<file path="src/rtl/motor_pkg.sv">
// rtl/motor_pkg.sv - channel state enum, command encodings and defaults for motor_pwm_drv
package motor_pkg;

    localparam int PRESC_DEF     = 4;
    localparam int DUTY_MAX_DEF  = 192;
    localparam int RAMP_STEP_DEF = 32;
    localparam int DEAD_CYC_DEF  = 16;

    // {mdA,mdB} command codes; 11 is decoded as COAST by the channel
    localparam logic [1:0] FWD   = 2'b10;
    localparam logic [1:0] REV   = 2'b01;
    localparam logic [1:0] COAST = 2'b00;

    typedef enum logic [1:0] {
        ST_IDLE = 2'd0,
        ST_RAMP = 2'd1,
        ST_RUN  = 2'd2,
        ST_DEAD = 2'd3
    } chan_state_e;

    // min(a + b, lim) computed in 9 bits so the 8-bit duty never wraps
    function automatic logic [7:0] sat_add(input logic [7:0] a, input logic [7:0] b,
                                           input logic [7:0] lim);
        logic [8:0] sum;
        sum = {1'b0, a} + {1'b0, b};
        return (sum >= {1'b0, lim}) ? lim : sum[7:0];
    endfunction

endpackage

</file>
<file path="src/rtl/motor_pwm_drv_if.sv">
// rtl/motor_pwm_drv_if.sv - per-channel command / bridge-pin bundle
interface motor_pwm_drv_if;
    logic [1:0] cmd;
    logic       pin_a;
    logic       pin_b;
    logic       run;

    modport master (output cmd, input pin_a, input pin_b, input run);
    modport slave  (input cmd, output pin_a, output pin_b, output run);
endinterface

</file>
<file path="src/rtl/motor_chan.sv">
// rtl/motor_chan.sv - one H-bridge channel FSM, duty, dead counter and pin drive (MOTOR_PWM_SOFTSTART_EN enables ramp)
module motor_chan
    import motor_pkg::*;
#(
    parameter int DUTY_MAX  = DUTY_MAX_DEF,
    parameter int RAMP_STEP = RAMP_STEP_DEF,
    parameter int DEAD_CYC  = DEAD_CYC_DEF
) (
    input  logic           clk,
    input  logic           reset,
    input  logic [7:0]     pwm_cnt_i,
`ifdef MOTOR_PWM_SOFTSTART_EN
    input  logic           wrap_i,
`endif
    motor_pwm_drv_if.slave chan_if
);

    localparam logic [7:0] DMAX = 8'(DUTY_MAX);
    localparam logic [7:0] STEP = 8'(RAMP_STEP);
    localparam logic [7:0] DEAD = 8'(DEAD_CYC);
`ifdef MOTOR_PWM_SOFTSTART_EN
    localparam chan_state_e START_ST   = ST_RAMP;
    localparam logic [7:0]  START_DUTY = sat_add(8'd0, STEP, DMAX);
`else
    // Without soft start the single step saturates straight to full duty
    localparam chan_state_e START_ST   = ST_RUN;
    localparam logic [7:0]  START_DUTY = sat_add(DMAX, STEP, DMAX);
`endif

    chan_state_e state_q, state_d;
    logic [1:0]  dir_q, dir_d;
    logic [7:0]  duty_q, duty_d;
    logic [7:0]  dead_q, dead_d;
    logic        pin_a_q, pin_b_q, run_q;
    logic        cmd_move;
    logic        active;

    assign cmd_move = (chan_if.cmd == FWD) || (chan_if.cmd == REV);
    assign active   = ((state_q == ST_RAMP) || (state_q == ST_RUN)) && (pwm_cnt_i < duty_q);

    // Next state: command changes win over the ramp increment on a wrap
    always_comb begin
        state_d = state_q;
        dir_d   = dir_q;
        duty_d  = duty_q;
        dead_d  = dead_q;
        case (state_q)
            ST_IDLE: begin
                if (cmd_move) begin
                    state_d = START_ST;
                    dir_d   = chan_if.cmd;
                    duty_d  = START_DUTY;
                end
            end
            ST_DEAD: begin
                dead_d = (dead_q != 8'd0) ? dead_q - 8'd1 : 8'd0;
                if (dead_q <= 8'd1) begin
                    if (cmd_move) begin
                        state_d = START_ST;
                        dir_d   = chan_if.cmd;
                        duty_d  = START_DUTY;
                    end else begin
                        state_d = ST_IDLE;
                    end
                end
            end
            default: begin
                if (!cmd_move) begin
                    state_d = ST_IDLE;
                    duty_d  = 8'd0;
                end else if (chan_if.cmd != dir_q) begin
                    state_d = ST_DEAD;
                    duty_d  = 8'd0;
                    dead_d  = DEAD;
                end
`ifdef MOTOR_PWM_SOFTSTART_EN
                else if ((state_q == ST_RAMP) && wrap_i) begin
                    duty_d = sat_add(duty_q, STEP, DMAX);
                    if (duty_d == DMAX) begin
                        state_d = ST_RUN;
                    end
                end
`endif
            end
        endcase
    end

    // Channel state registers
    always_ff @(posedge clk or posedge reset) begin
        if (reset) begin
            state_q <= ST_IDLE;
            dir_q   <= COAST;
            duty_q  <= 8'd0;
            dead_q  <= 8'd0;
        end else begin
            state_q <= state_d;
            dir_q   <= dir_d;
            duty_q  <= duty_d;
            dead_q  <= dead_d;
        end
    end

    // Registered pins: only the pin matching the latched direction can be driven
    always_ff @(posedge clk or posedge reset) begin
        if (reset) begin
            pin_a_q <= 1'b0;
            pin_b_q <= 1'b0;
            run_q   <= 1'b0;
        end else begin
            pin_a_q <= active && (dir_q == FWD);
            pin_b_q <= active && (dir_q == REV);
            run_q   <= (state_d == ST_RUN);
        end
    end

    assign chan_if.pin_a = pin_a_q;
    assign chan_if.pin_b = pin_b_q;
    assign chan_if.run   = run_q;

endmodule

</file>
<file path="src/rtl/motor_pwm_drv.sv">
// rtl/motor_pwm_drv.sv - dual H-bridge PWM driver top, shared prescaler/pwm counter (MOTOR_PWM_SOFTSTART_EN enables ramp)
module motor_pwm_drv
    import motor_pkg::*;
#(
    parameter int PRESC     = PRESC_DEF,
    parameter int DUTY_MAX  = DUTY_MAX_DEF,
    parameter int RAMP_STEP = RAMP_STEP_DEF,
    parameter int DEAD_CYC  = DEAD_CYC_DEF
) (
    input  logic clk,
    input  logic reset,
    input  logic md1,
    input  logic md2,
    input  logic md3,
    input  logic md4,
    output logic pwm_l_a,
    output logic pwm_l_b,
    output logic pwm_r_a,
    output logic pwm_r_b,
    output logic run_l,
    output logic run_r
);

    localparam logic [7:0] PRESC_LAST = 8'(PRESC - 1);

    logic [7:0] presc_q, presc_d;
    logic [7:0] pwm_cnt_q, pwm_cnt_d;
    logic       tick;

    assign tick = (presc_q == PRESC_LAST);

    // Prescaler and 8-bit PWM counter; pwm_cnt wraps 255->0 naturally
    always_comb begin
        presc_d   = tick ? 8'd0 : presc_q + 8'd1;
        pwm_cnt_d = tick ? pwm_cnt_q + 8'd1 : pwm_cnt_q;
    end

    // Shared timebase registers
    always_ff @(posedge clk or posedge reset) begin
        if (reset) begin
            presc_q   <= 8'd0;
            pwm_cnt_q <= 8'd0;
        end else begin
            presc_q   <= presc_d;
            pwm_cnt_q <= pwm_cnt_d;
        end
    end

`ifdef MOTOR_PWM_SOFTSTART_EN
    logic wrap;
    assign wrap = tick && (pwm_cnt_q == 8'hFF);
`endif

    motor_pwm_drv_if l_if ();
    motor_pwm_drv_if r_if ();

    assign l_if.cmd = {md1, md2};
    assign r_if.cmd = {md3, md4};

    motor_chan #(
        .DUTY_MAX  (DUTY_MAX),
        .RAMP_STEP (RAMP_STEP),
        .DEAD_CYC  (DEAD_CYC)
    ) u_chan_l (
        .clk       (clk),
        .reset     (reset),
        .pwm_cnt_i (pwm_cnt_q),
`ifdef MOTOR_PWM_SOFTSTART_EN
        .wrap_i    (wrap),
`endif
        .chan_if   (l_if)
    );

    motor_chan #(
        .DUTY_MAX  (DUTY_MAX),
        .RAMP_STEP (RAMP_STEP),
        .DEAD_CYC  (DEAD_CYC)
    ) u_chan_r (
        .clk       (clk),
        .reset     (reset),
        .pwm_cnt_i (pwm_cnt_q),
`ifdef MOTOR_PWM_SOFTSTART_EN
        .wrap_i    (wrap),
`endif
        .chan_if   (r_if)
    );

    assign pwm_l_a = l_if.pin_a;
    assign pwm_l_b = l_if.pin_b;
    assign run_l   = l_if.run;
    assign pwm_r_a = r_if.pin_a;
    assign pwm_r_b = r_if.pin_b;
    assign run_r   = r_if.run;

endmodule

</file>
<file path="config.mk">
export PLATFORM = sky130hd
export DESIGN_NAME = motor_pwm_drv
export DESIGN_NICKNAME = d
export VERILOG_FILES = /design/src/rtl/motor_pkg.sv /design/src/rtl/motor_pwm_drv_if.sv /design/src/rtl/motor_chan.sv /design/src/rtl/motor_pwm_drv.sv
export SDC_FILE = /design/constraint.sdc
export NUM_CORES = 1
export LEC_CHECK = 0
export ABC_CLOCK_PERIOD_IN_PS = 2000
export CAP_MARGIN = 20
export CORE_UTILIZATION = 37
export DETAILED_ROUTE_END_ITERATION = 16
export DONT_BUFFER_PORTS = 1
export HOLD_SLACK_MARGIN = 0.15
export PLACE_DENSITY = 0.58
export SLEW_MARGIN = 25
export SYNTH_ARGS = -nofsm -noshare
export SYNTH_HDL_FRONTEND = slang
export SYNTH_SLANG_ARGS = --single-unit
</file>
<file path="constraint.sdc">
create_clock -name clk -period 2 [get_ports clk]
set_input_delay 0.2 -clock clk [delete_from_list [all_inputs] [get_ports clk]]
set_output_delay 0.2 -clock clk [all_outputs]
set_load 0.02 [all_outputs]
</file>
==> results.toml, run 1 <==
[yosys]
synth_top_family_by_area = "compound AO/OA/AOI/OAI gates"
ys_top_cells_by_area = "dfrtp_1 44%, ha_1 6.4%, nor2_1 3.7%"
synth_xor_area_share_pct = 4.781
syn_nets = 304
ys_ff_latch = 48
synth_cell_types = 56
yosysWarnings = 0
synth_top_area_share_pct = 43.72
synth_top_cell_by_area = "dfrtp_1"
syn_avg_cell_area_um2 = 9.675
synthMuxAreaShare_pct = 0.8197
synth_cells = 284
synth_edf_count = 0
synth_fa_ha_area_share_pct = 6.375
synth_simple_gate_area_share_pct = 20.22
ys.flop_type = "dfrtp_1"
synth_compound_area_share_pct = 20.22
synth_common_cells = "48 x dfrtp_1, 27 x nor2_1, 17 x inv_1"
seq_area_frac_synth_pct = 43.72
synth_most_common_cell = "dfrtp_1"
async_flop_share_pct = 100.0
netlist_area_um2 = 2748

[cts]
clkTransAtPathRegs_ns = 0.09
cts_buffer_depth = 2
cts_root_buf = "clkbuf_8"
clkSinkCount = 48
cts_tree = "built"
cts_buffers = 5
clk-insertion-delay-late_ns = 0.30
htreeDepth = 2

[finish]
final_util_pct = 43.95
filler_cell_count = 716
antenna_cells = 0
final_cell_area_um2 = 3171
drive_above_1_share_pct = 11.97
seqCellArea_um2 = 1201
multiInputGateArea_um2 = 1445
area_growth_pct = 15.39
nNetsFinal = 328

[power_and_ir_drop]
powerDensity_nw_per_um2 = 562.9
finalPower_mw = 1.785
p_leak_nw = 1.388
peakVddDrop_mv = 0.2161

[setup_path]
r2r_start = "u_chan_l.dead_q[3]"
cpMaxStageDelayCell = "or4_4"
crit_family = "compound AO/OA/AOI/OAI gates"
critPathMaxStageDelay_ns = 0.56
endpoint_kind = "flip-flop"
timing_worst_setup_path_type = "reg -> reg"
critPathRequiredTime_ns = 2.20
worstPathMaxFanout = 6
worstSetupStartpointType = "flip-flop"
worstSetupStartpoint = "u_chan_l.dead_q[3]"
critPathArrivalTime_ns = 2.11
timing.critical_path.buf_inv = 0
crit_path_cell_trace = "or4_4 -> o41a_1 -> o21a_1 -> o22a_1"

[timing]
relSlewSlack_pct = 64.13
worstMarginPinSlew_ns = 0.5372
final.setup_skew_ns = 0.008048
period_minus_slack_ns = 1.910
fin_crit_sh_pct = 95.50
setup_tns_ns = 0
drv_slew = 0
max_freq_ghz = 0.5235
finalSetupViolations = 0
finalHoldViolations = 0
rsz0062_at_grt = "false"

[detailed_routing]
routed_wl_um = 5447
drc = 0
routedWlPerCell_um = 13.35
num_vias = 2182
avgViaCountPerCell = 5.348
drt-initial-drc-count = 142
antenna_left = 0
first_pass_iters = 4

[floorplanning]
die-area_um2 = 7775
io_pins = 12
placementRows = 31
die_height_um = 88.18
core_area_um2 = 7214
start_util_pct = 38.09
fp.dieW_um = 88.18

[global_routing]
antenna_found_initial = 0
grt_pass1_vias = 2076
overflow = 0
grt_pass1_wl_um = 9632
grt_max_degree = 28
grtUsageTotal_pct = 15.91

[placed_design]
port_buffers = 0
place_area_um2 = 2979
gp_congestion = 0.7730
hpwl_um = 3926

[hold_path]
min_path_type = "in -> reg"
hold_start = "md4"

[status]
run_status = "completed"

[flow_run]
drv_cap = 0
==> logic make-up (layout without fill, tap and decap cells) <==
kind of cell,count (synthesis),after routing
flops,48,48
mux,2,2
simple gates,99,99
xor+xnor,15,15
buf+inv,26,51
fa+ha+maj,14,14
compound gates,80,80
==> cell usage in the layout (no fill, tap or decap), types with 6 or more instances in the layout <==
cell type,count
nand3_1,8
inv_1,16
nand2b_1,9
xnor2_1,9
buf_4,20
nor4_1,6
a21oi_1,8
o21ai_0,14
clkbuf_8,7
a211oi_1,6
a31oi_1,8
nor2_1,27
xor2_1,6
dlygate4sd3_1,6
o31ai_1,7
dfrtp_1,48
nand2_1,9
ha_1,14
==> through the flow <==
| stage | instances | hold slack, ns | setup slack [ns] |
|---|---|---|---|
| after detailed placement | 394 | 0.1697 | 0.09037 |
| after floorplan | 284 | 0.2850 | 0.08571 |
| final | 408 | 0.2013 | 0.08994 |
| after CTS | 408 | 0.1919 | 0.09323 |
| after global routing | 408 | 0.1868 | 0.01567 |
| after global placement | 394 | 0.1677 | 0.1276 |
==> flip-flops by register name, summed over array words and instances (netlist names) <==
signal,cells
u_chan_r.chan_if.pin_a,1
u_chan_l.dead_q,8
u_chan_l.duty_q,1
u_chan_r.dir_q,2
u_chan_r.chan_if.run,1
u_chan_r.state_q,2
u_chan_l.chan_if.pin_a,1
u_chan_r.chan_if.pin_b,1
u_chan_l.dir_q,2
u_chan_r.duty_q,1
u_chan_l.chan_if.run,1
u_chan_l.chan_if.pin_b,1
u_chan_l.state_q,2
u_chan_r.dead_q,8
presc_q,8
pwm_cnt_q,8
==> cell type report <==
type,count,share of cell area [%]
multi-input cells,210,45.58
flip-flops and latches,48,37.88
repair buffers,26,6.630
well taps,99,3.907
clock buffers,7,3.039
inverters,17,2.013
clock inverters,1,0.9471
==> what timing repair did <==
| item | in CTS | in global routing |
|---|---|---|
| hold buffers | 6 | 0 |
| hold endpoints to repair | 29 | 0 |
| resized for setup | 0 | 2 |
| setup buffers | 0 | 0 |
| endpoints found under the setup margin | 0 | 2 |
==> metal layers <==
| metal | share of wire [%] | global-route usage, % |
|---|---|---|
| met5 | 0 | 0 |
| met1 | 48 | 20.41 |
| met3 | 3.6 | 4.241 |
| met2 | 47 | 25.52 |
| met4 | 1.4 | 6.305 |
==> power by group <==
part / total [mW] / switching [mW] / internal [mW]
Combinational: 0.0517 / 0.0317 / 0.0201
Clock: 0.763 / 0.322 / 0.441
Sequential: 0.970 / 0.0000508 / 0.970
Total: 1.78 / 0.354 / 1.43
==> worst paths after layout <==
check                                 endpoint  cells past startpoint  slack (ns)
max in group asynchronous  u_chan_l.state_q[1]                      3        1.03
setup / recovery             u_chan_l.dir_q[0]                      4        0.09
hold / removal               u_chan_r.dir_q[0]                      2        0.20
min in group asynchronous           presc_q[3]                      2        0.39
hold reg to reg                     presc_q[7]                      1        0.48
setup reg to reg             u_chan_l.dir_q[0]                      4        0.09
No activity file was read; power rests on OpenSTA's default activity.
==> inputs of run 2 (changes only) <==
--- a/config.mk
+++ b/config.mk
@@ -10,7 +10,7 @@
 export CORE_UTILIZATION = 37
 export DETAILED_ROUTE_END_ITERATION = 16
 export DONT_BUFFER_PORTS = 1
-export HOLD_SLACK_MARGIN = 0.15
+export HOLD_SLACK_MARGIN = 0.12
 export PLACE_DENSITY = 0.58
 export SLEW_MARGIN = 25
 export SYNTH_ARGS = -nofsm -noshare
==> run 2 against run 1 <==
Cell count is the same; sequential share of layout area is the same; die area is the same; clock power is essentially flat; worst hold slack lost 0.060 ns; critical path depth is the same; register-to-register slack is essentially flat; via count shrank 0.18%; critical path type unchanged; critical endpoint unchanged; largest power group unchanged.
==> results.toml, run 2 (synthesized netlist as in run 1, its figures left out) <==
[status]
run_status = "completed"

[floorplanning]
placementRows = 31
core_area_um2 = 7214
die_height_um = 88.18
die-area_um2 = 7775
fp.dieW_um = 88.18
start_util_pct = 38.09
io_pins = 12

[cts]
clkTransAtPathRegs_ns = 0.09
cts_setup_buffers = 0
cts_tree = "built"
clkSinkCount = 48
clk-insertion-delay-late_ns = 0.30
cts_buffer_depth = 2
htreeDepth = 2
cts_root_buf = "clkbuf_8"
cts_buffers = 5

[timing]
hold_ws_ns = 0.1409
layout_setup_ws_ns = 0.08854
relSlewSlack_pct = 64.01
finalSetupViolations = 0
setup_tns_ns = 0
period_minus_slack_ns = 1.911
rsz0062_at_grt = "false"
drv_slew = 0
fin_crit_sh_pct = 95.57
finalHoldViolations = 0
worstMarginPinSlew_ns = 0.5391
final.setup_skew_ns = 0.007929
max_freq_ghz = 0.5232

[finish]
final_common_cell = "dfrtp_1"
area_growth_pct = 15.39
final_cell_area_um2 = 3171
final_cell_mix = "48 x dfrtp_1, 27 x nor2_1, 20 x buf_4"
stdcell_count = 408
nNetsFinal = 328
antenna_cells = 0
drive_above_1_share_pct = 11.97

[setup_path]
r2r_cells = 4
r2r-end = "u_chan_l.dir_q[0]"
critPathArrivalTime_ns = 2.11
critPathMaxStageDelay_ns = 0.56
critPathRequiredTime_ns = 2.20
worstPathMaxFanout = 6
crit_path_cell_trace = "or4_4 -> o41a_1 -> o21a_1 -> o22a_1"
timing_worst_setup_path_type = "reg -> reg"
endpoint_kind = "flip-flop"
r2r_slack_ns = 0.09
cpMaxStageDelayCell = "or4_4"
r2r_start = "u_chan_l.dead_q[3]"
worstSetupStartpointType = "flip-flop"

[global_routing]
grt_pass1_vias = 2070
grt_max_degree = 28
antenna_found_initial = 0
overflow = 0
grt_pass1_wl_um = 9639
grtUsageTotal_pct = 15.91

[placed_design]
place_area_um2 = 2979
port_buffers = 0
hpwl_um = 3926
gp_congestion = 0.7730
pre_cts_ws_ns = 0.09037
placed_cells = 394

[power_and_ir_drop]
switchingPower_mw = 0.3544
peakVddDrop_mv = 0.2160
p_leak_nw = 1.388
clockPowerShare_pct = 42.8
p_int_mw = 1.431
p_sw_share_pct = 19.85
powerDensity_nw_per_um2 = 563.1
power_frac_seq_pct = 54.3
pwr-share-comb_pct = 2.9

[detailed_routing]
drt-initial-drc-count = 143
antenna_left = 0
drc = 0
num_vias = 2178
routedWlPerCell_um = 13.36
routed_wl_um = 5451
first_pass_iters = 4
avgViaCountPerCell = 5.338

[hold_path]
hold_start = "md1"
min_to = "u_chan_l.dir_q[0]"
min_path_type = "in -> reg"
hold_path_depth = 2

[flow_run]
drv_cap = 0
run 2: cell counts in the layout (fill, tap and decap cells not counted):
No cell type changed its count.
run 2: worst max-delay path: cells and delay by family (launching register included):
family,cells,cell delay (ns)
AND/OR/NAND/NOR,1,0.56
AO/OA/AOI/OAI,3,0.86
flip-flops,1,0.39
run 2: worst max-delay path by stage:
stage / from / endpoint / slack, ns
after floorplan: u_chan_l.dead_q[2] / u_chan_l.dir_q[0] / 0.09
after global placement: u_chan_l.dead_q[3] / u_chan_l.dir_q[0] / 0.13
after detailed placement: u_chan_l.dead_q[3] / u_chan_l.dir_q[0] / 0.09
after CTS: u_chan_l.dead_q[3] / u_chan_l.dir_q[0] / 0.09
after global routing: u_chan_r.dead_q[0] / u_chan_r.dead_q[7] / 0.02
final: u_chan_l.dead_q[3] / u_chan_l.dir_q[0] / 0.09
run 2: power groups by stage:
stage | Sequential [mW] | Clock (mW) | Combinational (mW)
6_report | 0.970 | 0.764 | 0.0513
5_1_grt | 0.970 | 0.844 | 0.0596
3_5_place_dp | 0.989 | 0 | 0.0434
3_3_place_gp | 0.989 | 0 | 0.0436
2_1_floorplan | 0.989 | 0 | 0.0310
4_1_cts | 0.970 | 0.792 | 0.0520
run 2: metal layers:
layer  vias up  part of all wire (%)  track usage (%)
met5         -                     0                0
met4         0                   1.4            6.305
met3         6                   3.5            4.241
met2        29                    47            25.24
met1      1048                    48            20.65
li1       1095                     -                -
run 2: metrics by stage:
step / util (%) / total power, mW
CTS: 43.74 / 1.814
finish: 43.95 / 1.785
floorplan: - / 1.020
detailed placement: 41.29 / 1.033
global route: 43.95 / 1.873
global placement: 41.29 / 1.033
run 2: timing repair:
action / in CTS / in global routing
setup endpoints to repair: 0 / 2
resized for setup: 0 / 2
endpoints found under the hold margin: 29 / 1
hold buffers: 5 / 1
run 2: cell type report:
type / instances / area [um2]
fill: 716 / 4044
multi-input combinational: 210 / 1445
timing repair buffer: 26 / 210.2
clock buffer: 7 / 96.34
inverter: 17 / 63.81
clock inverter: 1 / 30.03
tap: 99 / 123.9
sequential: 48 / 1201
